`config.mk`:
```
export PLATFORM = sky130hd
export DESIGN_NAME = mult2_acc
export DESIGN_NICKNAME = d
export VERILOG_FILES = /design/src/rtl/mult2_acc.sv
export SDC_FILE = /design/constraint.sdc
export NUM_CORES = 1
export LEC_CHECK = 0
export ABC_AREA = 1
export BUFFER_PORTS_ARGS = -buffer_cell sky130_fd_sc_hd__buf_2
export CORE_MARGIN = 2
export CORE_UTILIZATION = 50
export CTS_CLUSTER_SIZE = 20
export DETAILED_ROUTE_END_ITERATION = 7
export PLACE_DENSITY = 0.77
export SYNTH_ARGS = -nofsm -noshare
export SYNTH_HDL_FRONTEND = slang
export SYNTH_SLANG_ARGS = --single-unit
```
`constraint.sdc`:
```
create_clock -name clk -period 1.7 [get_ports clk]
set_input_delay 0.17 -clock clk [delete_from_list [all_inputs] [get_ports clk]]
set_output_delay 0.17 -clock clk [all_outputs]
set_load 0.02 [all_outputs]
```
`src/rtl/mult2_acc.sv`:
```
// Accumulates products from the upstream multiplier, captured on busy's falling edge,
// and offers the total on a valid/ready handshake.
module mult2_acc #(
    parameter int WIDTH = 8,
    parameter int LEN_W = 4,
    parameter int ACC_W = 2*WIDTH+LEN_W
) (
    input  logic               clk,
    input  logic               rst,
    input  logic               clr_p,
    input  logic [LEN_W-1:0]   len,
    input  logic               mul_busy,
    input  logic [2*WIDTH-1:0] mul_o,
    output logic [ACC_W-1:0]   sum,
    output logic               sum_vld,
    input  logic               sum_rdy,
    output logic [LEN_W-1:0]   cnt,
    output logic               drop_p
);

    typedef enum logic [1:0] {
        IDLE = 2'd0,
        ACC  = 2'd1,
        HOLD = 2'd2
    } state_t;

    state_t             state;
    state_t             state_nx;
    logic               busy_q;
    logic [LEN_W-1:0]   len_q;
    logic               fall;
    logic [LEN_W-1:0]   cnt_inc;
    logic               take;

    assign fall    = busy_q & ~mul_busy;
    assign cnt_inc = cnt + 1'b1;
    assign take    = (state == ACC) & fall & ~clr_p;

    always_ff @(posedge clk) begin
        if (rst) begin
            state <= IDLE;
        end else begin
            state <= state_nx;
        end
    end

    // clr_p restarts from any state and outranks a pending handshake
    always_comb begin
        state_nx = state;
        if (clr_p) begin
            state_nx = (len == '0) ? HOLD : ACC;
        end else begin
            unique case (state)
                IDLE: state_nx = IDLE;
                ACC: begin
                    if (fall && cnt_inc == len_q) begin
                        state_nx = HOLD;
                    end
                end
                HOLD: begin
                    if (sum_rdy) begin
                        state_nx = IDLE;
                    end
                end
                default: state_nx = IDLE;
            endcase
        end
    end

    always_comb begin
        sum_vld = (state == HOLD);
    end

    always_ff @(posedge clk) begin
        if (rst) begin
            busy_q <= 1'b0;
            sum    <= '0;
            cnt    <= '0;
            len_q  <= '0;
            drop_p <= 1'b0;
        end else begin
            busy_q <= mul_busy;
            drop_p <= fall & ~take;
            if (clr_p) begin
                sum   <= '0;
                cnt   <= '0;
                len_q <= len;
            end else if (take) begin
                sum <= sum + ACC_W'(mul_o);
                cnt <= cnt_inc;
            end
        end
    end

endmodule

```
==> summary.md <==
| Metric | Value |
|---|---|
| Initial Utilization | `51.8%` |
| Simple-gate portion of the synthesized area | `37.0%` |
| Nets | `519` |
| Core Box Area | `0.00472 sq mm` |
| Reg2Reg Setup Slack | `0.02 ns` |
| CP Depth | `9` |
| CTS Buf Count | `5` |
| Worst hold slack | `0.0858 ns` |
| Post-route insts no fill | `544` |
| RSZ-0062 raised after global routing | `yes` |
| Placed cell count | `535` |
| Worst EP required | `1.88 ns` |
| Setup Skew | `0.00880 ns` |
| Final Critical Period | `1.68 ns` |
| Least-Margin Pin Slew | `0.545 ns` |
| Layout area overhead | `32.2%` |
| # fillers | `426` |
| Fmax | `594 MHz` |
| DR DRC count | `0` |
| Post-CTS Hold Buffers | `0` |
| Final setup fails | `0` |
| Adder-cell share of the synthesized area | `9.50%` |
| H-tree depth | `2` |
| Initial antenna violation count | `0` |
| Syn nets | `456` |
| Total number of vias | `2566` |
| Worst Setup EP | `sum[6]$_SDFFE_PP0P_` |
| Largest net degree at the start of global routing | `21` |
| Crit path buffers/inverters | `1` |
| Hold Crit Class | `in -> reg` |
| CTS tree | `built` |
| Layout cells sized above 1 | `26.2%` |
| Root buf cell | `clkbuf_8` |
| Worst setup SP type | `flop` |
| Clk_lat worst skew | `0.29 ns` |
| Syn avg cell area | `5.93 sq um` |
| Relative slew slack | `63.7%` |
| Drt pass-1 iters | `6` |
| Cell count after synthesis | `413` |
| Sequential area share after synthesis | `26.2%` |
| First-pass GRT wire length | `9720 um` |
| Xor-xnor portion of the synthesized cell area | `3.93%` |
| Final Util | `68.6%` |
| Total power | `1630 uW` |
| Clock transition at the registers of the reported paths | `0.08 ns` |
| Setup_tns | `0 ns` |
| N_diodes | `0` |
| Most frequent cells in the layout | `nand2_1, inv_1, nor2_1` |
| Setup CP Type | `reg -> reg` |
| Gr usage total | `22.6%` |
| Slew Limit Fails | `0` |
| Max Fanout on Critical Path | `3` |
| Crit-path leading delay family | `adder cells` |
| CP Cell Sequence | `ha_4 -> fa_2 -> nand3_2 -> nand3_4 -> nand2_2 -> nand2_4 -> xor2_1 -> o21ai_1 -> inv_1` |
| Crit. Startpoint | `sum[0]$_SDFFE_PP0P_` |
| I/O pins | `51` |
| Final hold violation count | `0` |
| Remaining global-route overflow | `0` |
| Largest family of logic cells by synthesized area | `simple AND/OR/NAND/NOR gates` |
| Max_cap viols | `0` |
| Clock Tree Buf Depth | `2` |
| Die W | `74.0 um` |
| Vias/cell | `4.72` |
| Mapped Area | `0.00245 sq mm` |
| DR iter-0 viols | `110` |
| # port buffers | `50` |
| Synth Register Bits | `32` |
| Distinct cell type count after synthesis | `25` |
| Slowest cell on the critical path | `fa_2` |
| Leak Pwr | `0.00175 uW` |
| Synth Warn # | `0` |
| FP Rows | `25` |
| Reg2Reg Launch Point | `sum[0]$_SDFFE_PP0P_` |
| Cell Pwr Density | `505 mW/mm^2` |
| Critical path's largest stage delay | `0.35 ns` |
| HPWL Detailed | `4500 um` |
| Die extent in y | `74.0 um` |
| CTS Sinks | `32` |
| DR WL/cell | `11.2 um` |
| Number of routed nets with antenna violations | `0` |
| Most common cell after layout, fill and taps aside | `nand2_1` |
| GP Congestion | `0.874` |
| Tcrit/Tclk final | `99.1%` |
| Die area | `0.00547 sq mm` |
| Worst Setup End Kind | `flop` |
| Compound-Gate Fraction of Synth Area | `9.50%` |
| Critical Path AT | `1.86 ns` |
| Status | `complete, no violations` |
| Mux cell area share after synthesis | `0%` |
| Final wirelength | `6080 um` |
| Vias in the first global route | `2308` |
| Worst reg-to-reg path cell count | `9` |
| FF-to-FF End | `sum[6]$_SDFFE_PP0P_` |
| Worst IR drop on VDD | `0.000360 V` |
-- area by class of cell --
cell class | instances | area, sq um | share of cell area [%]
clock inverter | 3 | 23.8 | 0.734
clock buffer | 5 | 68.8 | 2.13
tap | 67 | 83.8 | 2.59
timing repair buffer | 63 | 360 | 11.1
multi-input combinational | 299 | 1770 | 54.6
inverter | 75 | 282 | 8.69
sequential | 32 | 651 | 20.1
-- per-layer routing --
metal | up-vias | wire (um) | track usage (%)
met4 | 0 | 63 | 4.24
met3 | 7 | 237 | 4.47
met2 | 52 | 3030 | 40.5
li1 | 1390 | - | -
met5 | - | 0 | 0
met1 | 1117 | 2740 | 28.3
-- cells by family after synthesis --
family,Yosys count
adder cells (fa/ha/maj),18
flip-flops,32
XOR/XNOR,11
AO/OA/AOI/OAI,45
AND/OR/NAND/NOR,225
buffers and inverters,82
-- cell usage after synthesis (all sizes together) --
| master | instances | area share, % |
|---|---|---|
| nand2 | 117 | 18 |
| nor4 | 1 | 0.26 |
| nand3 | 27 | 5.5 |
| and2 | 1 | 0.26 |
| xnor2 | 4 | 1.4 |
| nor3 | 4 | 1.3 |
| inv | 75 | 11 |
| a21oi | 24 | 4.9 |
| ha | 17 | 8.7 |
| fa | 1 | 0.82 |
| dfxtp | 32 | 26 |
| nand4 | 1 | 0.26 |
| a211oi | 1 | 0.51 |
| buf | 6 | 2.2 |
| or2 | 1 | 0.26 |
| o21ai | 20 | 4.1 |
| xor2 | 7 | 2.5 |
| clkbuf | 1 | 0.15 |
| nor2 | 73 | 11 |
-- stage by stage --
step	setup slack, ns	cell area [sq um]
2_1_floorplan	0.0240	2450
3_3_place_gp	0.0222	2830
3_5_place_dp	-0.0246	2830
4_1_cts	0.00269	2930
5_1_grt	-0.0639	3240
6_report	0.0153	3240
-- power by group --
| group | internal (uW) | switching [uW] |
|---|---|---|
| Combinational | 105 | 143 |
| Clock | 290 | 324 |
| Sequential | 763 | 8.81 |
| Total | 1160 | 476 |
-- how the worst min path moves through the flow --
stage / from / to / slack (ns) / depth (start not counted)
after CTS: rst / state[0]$_SDFFE_PP0P_ / 0.08 / 2
after global routing: mul_busy / busy_q$_SDFF_PP0_ / 0.11 / 3
final: rst / state[0]$_SDFFE_PP0P_ / 0.09 / 2
after floorplan: rst / state[0]$_SDFFE_PP0P_ / 0.24 / 1
after global placement: mul_busy / busy_q$_SDFF_PP0_ / 0.39 / 3
after detailed placement: rst / state[0]$_SDFFE_PP0P_ / 0.39 / 2
-- state kept, by name, summed over array words and instances (netlist names) --
| name | cells |
|---|---|
| drop_p | 1 |
| len_q | 4 |
| busy_q | 1 |
| cnt | 4 |
| state | 2 |
| sum | 20 |
-- worst reg2reg max path: cells and delay by family, from the launching register on --
family	cells	cell delay, ns
adder cells (fa/ha/maj)	2	0.51
AND/OR/NAND/NOR	4	0.36
flip-flops	1	0.34
XOR/XNOR	1	0.15
AO/OA/AOI/OAI	1	0.15
buffers and inverters	1	0.06
-- timing repair --
item	4_1_cts	5_1_grt
pin swaps	0	2
endpoints found under the setup margin	5	14
setup buffers	0	1
gates resized for setup	2	52
No activity file was read; power rests on OpenSTA's default activity.
